$ cat src/rtl/decode_imm_controller.sv
// decode_imm_controller
//
// Decode-stage sequencing controller for the RV32IM pipeline. Fetched beats
// arrive over a valid/ready handshake. Each beat's opcode is decoded into the
// immediate-format code for the immediate generation unit, and illegal
// opcodes are flagged. Decoded beats are held in a two-entry elastic buffer
// (main + skid), so that back-pressure from execute never drops or reorders a
// beat. A saturating counter tracks illegal beats handed downstream.
//
// Ports:
//   CLK              clock, all state updates on rising edge
//   RESET            synchronous active-high reset (overrides FLUSH)
//   FLUSH            synchronous pipeline flush, empties both entries
//   IN_VALID         fetch beat valid
//   IN_READY         controller can accept a beat (registered, = ~skid valid)
//   IN_INSTRUCTION   fetched instruction word
//   IN_PC            PC of fetched instruction
//   OUT_VALID        main entry holds a decoded beat
//   OUT_READY        downstream accepts the main entry this cycle
//   OUT_INSTRUCTION  instruction of main entry
//   OUT_PC           PC of main entry
//   IMM_SELECT       immediate format code of main entry
//   OUT_ILLEGAL      main entry is an illegal encoding
//   ILLEGAL_COUNT    saturating count of illegal beats popped downstream

module decode_imm_controller #(
    parameter int unsigned COUNT_WIDTH = 8
) (
    input  logic                   CLK,
    input  logic                   RESET,
    input  logic                   FLUSH,
    input  logic                   IN_VALID,
    output logic                   IN_READY,
    input  logic [31:0]            IN_INSTRUCTION,
    input  logic [31:0]            IN_PC,
    output logic                   OUT_VALID,
    input  logic                   OUT_READY,
    output logic [31:0]            OUT_INSTRUCTION,
    output logic [31:0]            OUT_PC,
    output logic [2:0]             IMM_SELECT,
    output logic                   OUT_ILLEGAL,
    output logic [COUNT_WIDTH-1:0] ILLEGAL_COUNT
);

    typedef enum logic [2:0] {
        FMT_U    = 3'b000,
        FMT_J    = 3'b001,
        FMT_I    = 3'b010,
        FMT_B    = 3'b011,
        FMT_S    = 3'b100,
        FMT_NONE = 3'b111
    } imm_fmt_e;

    typedef enum logic [6:0] {
        OPC_LUI    = 7'b0110111,
        OPC_AUIPC  = 7'b0010111,
        OPC_JAL    = 7'b1101111,
        OPC_JALR   = 7'b1100111,
        OPC_LOAD   = 7'b0000011,
        OPC_OP_IMM = 7'b0010011,
        OPC_BRANCH = 7'b1100011,
        OPC_STORE  = 7'b0100011,
        OPC_OP     = 7'b0110011
    } opcode_e;

    // Decode of the incoming beat
    imm_fmt_e in_sel;
    logic     in_ill;

    always_comb begin
        in_sel = FMT_NONE;
        in_ill = 1'b0;
        case (IN_INSTRUCTION[6:0])
            OPC_LUI, OPC_AUIPC:              in_sel = FMT_U;
            OPC_JAL:                         in_sel = FMT_J;
            OPC_JALR, OPC_LOAD, OPC_OP_IMM:  in_sel = FMT_I;
            OPC_BRANCH:                      in_sel = FMT_B;
            OPC_STORE:                       in_sel = FMT_S;
            OPC_OP:                          in_sel = FMT_NONE;
            default: begin
                in_sel = FMT_NONE;
                in_ill = 1'b1;
            end
        endcase
    end

    // Main entry (drives outputs) and skid entry
    logic                   main_valid, main_valid_nxt;
    logic [31:0]            main_instr, main_instr_nxt;
    logic [31:0]            main_pc,    main_pc_nxt;
    imm_fmt_e               main_sel,   main_sel_nxt;
    logic                   main_ill,   main_ill_nxt;

    logic                   skid_valid, skid_valid_nxt;
    logic [31:0]            skid_instr, skid_instr_nxt;
    logic [31:0]            skid_pc,    skid_pc_nxt;
    imm_fmt_e               skid_sel,   skid_sel_nxt;
    logic                   skid_ill,   skid_ill_nxt;

    logic [COUNT_WIDTH-1:0] count, count_nxt;

    logic accept;
    logic pop;

    assign IN_READY = ~skid_valid;
    assign accept   = IN_VALID & ~skid_valid;
    assign pop      = main_valid & OUT_READY;

    always_comb begin
        main_valid_nxt = main_valid;
        main_instr_nxt = main_instr;
        main_pc_nxt    = main_pc;
        main_sel_nxt   = main_sel;
        main_ill_nxt   = main_ill;
        skid_valid_nxt = skid_valid;
        skid_instr_nxt = skid_instr;
        skid_pc_nxt    = skid_pc;
        skid_sel_nxt   = skid_sel;
        skid_ill_nxt   = skid_ill;
        count_nxt      = count;

        // A pop is counted even when it coincides with a flush
        if (pop && main_ill && (count != '1)) begin
            count_nxt = count + COUNT_WIDTH'(1);
        end

        if (!main_valid || pop) begin
            if (skid_valid) begin
                // Skid is older than any incoming beat, so it always goes first
                main_valid_nxt = 1'b1;
                main_instr_nxt = skid_instr;
                main_pc_nxt    = skid_pc;
                main_sel_nxt   = skid_sel;
                main_ill_nxt   = skid_ill;
                skid_valid_nxt = 1'b0;
            end else if (accept) begin
                main_valid_nxt = 1'b1;
                main_instr_nxt = IN_INSTRUCTION;
                main_pc_nxt    = IN_PC;
                main_sel_nxt   = in_sel;
                main_ill_nxt   = in_ill;
            end else begin
                main_valid_nxt = 1'b0;
            end
        end else if (accept) begin
            // Main is held; accept implies skid is free
            skid_valid_nxt = 1'b1;
            skid_instr_nxt = IN_INSTRUCTION;
            skid_pc_nxt    = IN_PC;
            skid_sel_nxt   = in_sel;
            skid_ill_nxt   = in_ill;
        end

        if (FLUSH) begin
            main_valid_nxt = 1'b0;
            skid_valid_nxt = 1'b0;
        end
    end

    always_ff @(posedge CLK) begin
        if (RESET) begin
            main_valid <= 1'b0;
            main_instr <= '0;
            main_pc    <= '0;
            main_sel   <= FMT_NONE;
            main_ill   <= 1'b0;
            skid_valid <= 1'b0;
            skid_instr <= '0;
            skid_pc    <= '0;
            skid_sel   <= FMT_NONE;
            skid_ill   <= 1'b0;
            count      <= '0;
        end else begin
            main_valid <= main_valid_nxt;
            main_instr <= main_instr_nxt;
            main_pc    <= main_pc_nxt;
            main_sel   <= main_sel_nxt;
            main_ill   <= main_ill_nxt;
            skid_valid <= skid_valid_nxt;
            skid_instr <= skid_instr_nxt;
            skid_pc    <= skid_pc_nxt;
            skid_sel   <= skid_sel_nxt;
            skid_ill   <= skid_ill_nxt;
            count      <= count_nxt;
        end
    end

    assign OUT_VALID       = main_valid;
    assign OUT_INSTRUCTION = main_instr;
    assign OUT_PC          = main_pc;
    assign IMM_SELECT      = main_sel;
    assign OUT_ILLEGAL     = main_ill;
    assign ILLEGAL_COUNT   = count;

endmodule

$ cat config.mk
export PLATFORM = sky130hd
export DESIGN_NAME = decode_imm_controller
export DESIGN_NICKNAME = d
export VERILOG_FILES = /design/src/rtl/decode_imm_controller.sv
export SDC_FILE = /design/constraint.sdc
export NUM_CORES = 1
export LEC_CHECK = 0
export ABC_AREA = 1
export CAP_MARGIN = 30
export CORE_MARGIN = 1
export CORE_UTILIZATION = 45
export DETAILED_ROUTE_END_ITERATION = 8
export PLACE_DENSITY = 0.83
export SLEW_MARGIN = 10
export SYNTH_ARGS = -nofsm -noshare
export SYNTH_HDL_FRONTEND = slang
export SYNTH_SLANG_ARGS = --single-unit
$ cat constraint.sdc
create_clock -name CLK -period 2.45 [get_ports CLK]
set_clock_uncertainty 0.05 [all_clocks]
set_input_delay 0.245 -clock CLK [delete_from_list [all_inputs] [get_ports CLK]]
set_output_delay 0.245 -clock CLK [all_outputs]
set_load 0.01 [all_outputs]
==> results of run 1 <==
## worst reg2reg max path: stages (launching register included)
cell	delay, ns
dfxtp_1	0.40
ha_1	0.24
nand4_1	0.15
o21ai_2	0.26
inv_2	0.14
o21ai_0	0.20
a21oi_1	0.06
## layer usage
layer | up-vias | GRT usage | routed length [µm] | share of wire
met3 | 19 | 0.0581 | 858 | 0.056
met2 | 169 | 0.387 | 7360 | 0.48
li1 | 2836 | - | - | -
met1 | 2595 | 0.283 | 6770 | 0.45
met4 | 0 | 0.101 | 213 | 0.014
met5 | - | 0 | 0 | 0
## state kept, by name, indices dropped and copies added (netlist names)
| register | cells |
|---|---|
| ILLEGAL_COUNT | 8 |
| IMM_SELECT | 3 |
| OUT_ILLEGAL | 1 |
| OUT_INSTRUCTION | 32 |
| OUT_PC | 32 |
| OUT_VALID | 1 |
| skid_ill | 1 |
| skid_instr | 32 |
| skid_pc | 32 |
| skid_sel | 3 |
| skid_valid | 1 |
## power groups by stage
stage | Clock (W) | Sequential [W] | Combinational (W)
after floorplan | 0 | 0.00263 | 0.000233
after global placement | 0 | 0.00259 | 0.000630
after detailed placement | 0 | 0.00259 | 0.000636
after CTS | 0.00245 | 0.00254 | 0.000643
after global routing | 0.00256 | 0.00255 | 0.000696
final | 0.00241 | 0.00254 | 0.000638
## metrics by stage
stage | worst slack, ns | utilization | total power [W]
final | 0.592 | 0.626 | 0.00559
after floorplan | 1.03 | - | 0.00286
after detailed placement | 0.569 | 0.583 | 0.00323
after global routing | 0.522 | 0.626 | 0.00581
after global placement | 0.644 | 0.583 | 0.00322
after CTS | 0.585 | 0.626 | 0.00564
## kinds of logic after synthesis
family                     Yosys count  synth area share
xor gates and xnor gates             3           0.00450
and+or+nand+nor                    327             0.222
buffers and inverters               78            0.0651
adders and majority gates            1           0.00214
AOI/OAI and AO/OA                  223             0.206
DFF                                146             0.500
## synthesized netlist by cell type (all sizes together)
library cell / n / area share
dfxtp: 146 / 0.50
nand3: 11 / 0.012
nor2: 23 / 0.019
nand4: 5 / 0.0054
nor3: 3 / 0.0026
nand3b: 1 / 0.0013
buf: 25 / 0.031
o31ai: 1 / 0.0013
a21oi: 79 / 0.068
clkbuf: 34 / 0.022
xor2: 1 / 0.0015
ha: 1 / 0.0021
inv: 19 / 0.013
a31oi: 64 / 0.069
o21ai: 79 / 0.068
xnor2: 2 / 0.0030
nand2: 284 / 0.18
## cell type report
class / count / area [µm²]
clock buffer: 25 / 495
inverter: 19 / 73.8
tap: 172 / 215
clock inverter: 5 / 52.6
fill: 1133 / 4710
multi-input combinational: 554 / 2540
timing repair buffer: 159 / 1600
sequential: 146 / 2920
## worst paths after layout
path | from | end | slack (ns) | depth (start not counted)
max reg2reg | ILLEGAL_COUNT[0] | ILLEGAL_COUNT[0] | 0.85 | 6
max | skid_valid | IN_READY | 0.59 | 2
min reg2reg | skid_instr[25] | skid_instr[25] | 0.41 | 2
min | RESET | OUT_INSTRUCTION[27] | 0.36 | 4
==> metrics, run 1 <==
CTS clk-pin slew, worst paths=roughly 0.06 ns; placed cells=1,050; Worst EP required=roughly 2.2 ns; first-pass GRT wire length=24,300 µm; Pint=around 0.0043 W; hold buffer count at CTS=0; vias in the first global route=between 5,000 and 6,000; P_leak=2.93 nW; Rel. slew slack=0.489; CTS HTree Levels=4; RSZ-0062 raised after global routing=no; Starting DRT DRC Count=503; Total GRT Usage=0.232; # diodes=0; drt wl/cell=14.1 µm; CP peak stage delay=~0.59 ns; Core Region=0.0126 mm²; share of power burned in registers=0.455; post-CTS setup buffer count=0; most frequent cells in the layout=284 x nand2_1, 145 x dfxtp_1, 145 x clkdlybuf4s50_1; PwrDens=roughly 710 mW/mm²; clk_lat worst skew=between 0.4 and 0.5 ns; syn nets=roughly 850; Die H=approximately 120 µm; largest net degree at the start of global routing=70; final instance area=just under 0.008 mm²; routed wire length=roughly 15,000 µm; critical path startpoint category=flop; DP Wirelength=around 9400 µm; number of gates resized after CTS=0; root cell of the clock tree=clkbuf_16; Logic pwr share=0.114; sequential area share after synthesis=0.500; Worst Hold Class=in -> reg; share of layout cells above drive strength 1=0.0573; initial antenna violation count=0; Net Sw Power=0.00128 W; Peak VDD IR=approximately 0.41 mV; cell area after placement=around 0.0074 mm²; layout net count=967; Ports=~150; Initial Util=0.463; GP Congestion=between 0.8 and 0.9; CTS sink cnt=around 150; critical path cell sequence=inv_4 > clkdlybuf4s50_1; full die area=0.0134 mm²; synth-to-layout area growth=35.3%; CTS tree=built; CP Class=reg -> out; Setup TNS=0 ns; Worst Path Arrival=1.56 ns; final std cells w/o fill=between 1,000 and 1,500; maxcap violations=0; Final setup viols=0; Max Slew Vio Count=0; first drt pass iteration count=5; Worst-Margin Slew=between 0.7 and 0.8 ns; Tcrit/Tclk final=0.758; clock power share=0.431; CP delay by family, top=buffers and inverters; Cell Area, Synth=between 0.005 and 0.006 mm²; num rows=41; Period minus WS final=1.86 ns; total gr overflow=0; most common cell after layout, fill and taps aside=nand2_1; CTS max path bufs=2; Ys Warns=0; synthesized area per cell=approximately 7.5 µm²; nature of the critical path endpoint=output pin; Syn Inst Count=around 800; Post-DRT Antenna Nets=0; CP max-delay cell=clkdlybuf4s50_1; WHS=around 0.36 ns; Sw Ratio=0.229; DIE WIDTH=between 100 and 150 µm; Final Hold Fails=0; port bufs=146; Peak Freq=0.538 GHz; status=finished clean; CTS buffer count=17; number of buffers and inverters on the critical path=2; Yosys cell types=26; vias=roughly 5,600; drt drc=0; Max Fanout on Critical Path=18; FF+latch count, synth=146; via density per instance=between 5 and 6
Note: power is estimated with default switching activity, not from simulation.
==> run 2, diff against run 1 <==
clock period = 1.9 ns   (was 2.45 ns; I/O delays follow)
==> metrics, run 2 (same netlist as run 1, synthesis figures left out) <==
Period minus WS final=about 1.7 ns; WHS Endpoint=OUT_INSTRUCTION[7]; CTS max path bufs=2; root cell of the clock tree=clkbuf_16; # diodes=0; R2R depth=6; Initial Util=0.463; drt drc=0; nature of the critical path endpoint=output pin; Final Hold Fails=0; Starting DRT DRC Count=between 600 and 700; most common cell after layout, fill and taps aside=nand2_1; Worst Hold Class=in -> reg; GP Congestion=approximately 0.80; initial antenna violation count=0; R2R Path End=ILLEGAL_COUNT[0]; port bufs=about 150; post-CTS setup buffer count=0; first-pass GRT wire length=about 24,000 µm; Max Fanout on Critical Path=12; P_leak=slightly below 3 nW; share of power burned in registers=0.461; CTS tree=built; CTS HTree Levels=4; share of layout cells above drive strength 1=0.0646; full die area=around 0.013 mm²; Post-DRT Antenna Nets=0; drt wl/cell=approximately 14 µm; layout net count=about 970; clk_lat worst skew=0.41 ns; largest net degree at the start of global routing=70; final core occ=0.631; CP max-delay cell=clkdlybuf4s50_1; DIE WIDTH=~120 µm; Worst Path Arrival=around 1.5 ns; Pint=0.00547 W; vias=between 5,000 and 6,000; Tcrit/Tclk final=0.915; number of gates resized after CTS=0; Worst Hold Depth=4; vias in the first global route=between 5,000 and 6,000; PwrDens=just under 900 mW/mm²; Worst EP required=1.66 ns; Rel. slew slack=0.487; Die H=roughly 120 µm; synth-to-layout area growth=36.2%; Peak VDD IR=around 0.6 mV; via density per instance=5.21; Final setup viols=0; num rows=41; CTS clk-pin slew, worst paths=approximately 0.060 ns; critical path cell sequence=inv_4 > clkdlybuf4s50_1; Total GRT Usage=0.230; Peak Freq=0.575 GHz; most frequent cells in the layout=284 x nand2_1, 145 x dfxtp_1, 145 x clkdlybuf4s50_1; total gr overflow=0; DP Wirelength=between 9000 and 10,000 µm; Sw Ratio=0.231; Setup TNS=0 ns; worst r2r src=ILLEGAL_COUNT[0]; Worst-Margin Slew=0.770 ns; first drt pass iteration count=5; Core Region=roughly 0.013 mm²; CP Class=reg -> out; CP peak stage delay=approximately 0.56 ns; Net Sw Power=0.00164 W; RSZ-0062 raised after global routing=no; routed wire length=15,200 µm; clock power share=0.422; CP Launch Point=skid_valid; critical path startpoint category=flop; Logic pwr share=0.117; hold buffer count at CTS=0; Max Slew Vio Count=0; CTS sink cnt=approximately 150; CTS buffer count=17; Ports=approximately 150; status=finished clean; R2R Setup Slk=0.29 ns; hold_sp=RESET; maxcap violations=0
## run 2: cell types whose count changed in the layout (fill, tap and decap cells not counted)
cell / change
buf_4: +4
buf_12: +2
bufinv_16: -1
clkbuf_1: -1
clkbuf_8: +1
clkinv_2: +1
## run 2: how the worst max path moves through the flow
stage | to | slack (ns)
after CTS | IN_READY | 0.13
after global routing | ILLEGAL_COUNT[0] | 0.09
after floorplan | ILLEGAL_COUNT[0] | 0.48
after detailed placement | IMM_SELECT[0] | 0.14
final | IN_READY | 0.16
after global placement | IMM_SELECT[2] | 0.20
## run 2: power by group through the flow
stage                     sequential (W)  combinational, W  clock, W
final                            0.00328          0.000832   0.00300
after global routing             0.00329          0.000906   0.00320
after CTS                        0.00328          0.000837   0.00306
after detailed placement         0.00334          0.000832         0
after global placement           0.00334          0.000822         0
after floorplan                  0.00339          0.000300         0
## run 2: cell type report
cell class / instances / area [µm²]
multi-input combinational: 554 / 2540
fill: 1124 / 4660
clock inverter: 5 / 27.5
clock buffer: 25 / 505
timing repair buffer: 165 / 1670
sequential: 146 / 2920
tap: 172 / 215
inverter: 19 / 73.8
## run 2: through the flow
stage | setup WS, ns | cell area (µm²) | std cells | power, W | hold WS [ns]
detailed placement | 0.137 | 7430 | 1056 | 0.00417 | 0.405
CTS | 0.126 | 7960 | 1086 | 0.00718 | 0.242
floorplan | 0.479 | 5840 | 778 | 0.00369 | 0.244
finish | 0.162 | 7960 | 1086 | 0.00711 | 0.249
global route | 0.0879 | 7960 | 1086 | 0.00740 | 0.290
global placement | 0.203 | 7430 | 1056 | 0.00416 | 0.400
## run 2: critical path: cells and delay by family, from the launching register on
kind	cells	cell delay, ns
flip-flops	1	0.36
buffers and inverters	2	0.72
## run 2: layer usage
layer	up-vias	GRT usage	wire (µm)
li1	2844	-	-
met1	2607	0.273	6760
met2	191	0.397	7320
met3	16	0.0544	869
met4	0	0.101	234
met5	-	0	0
==> run 3, diff against run 2 <==
SKIP_CTS_REPAIR_TIMING = 1   (was default)
==> results of run 3 <==
The final DEF is identical to that of run 2; final timing and power are the same.
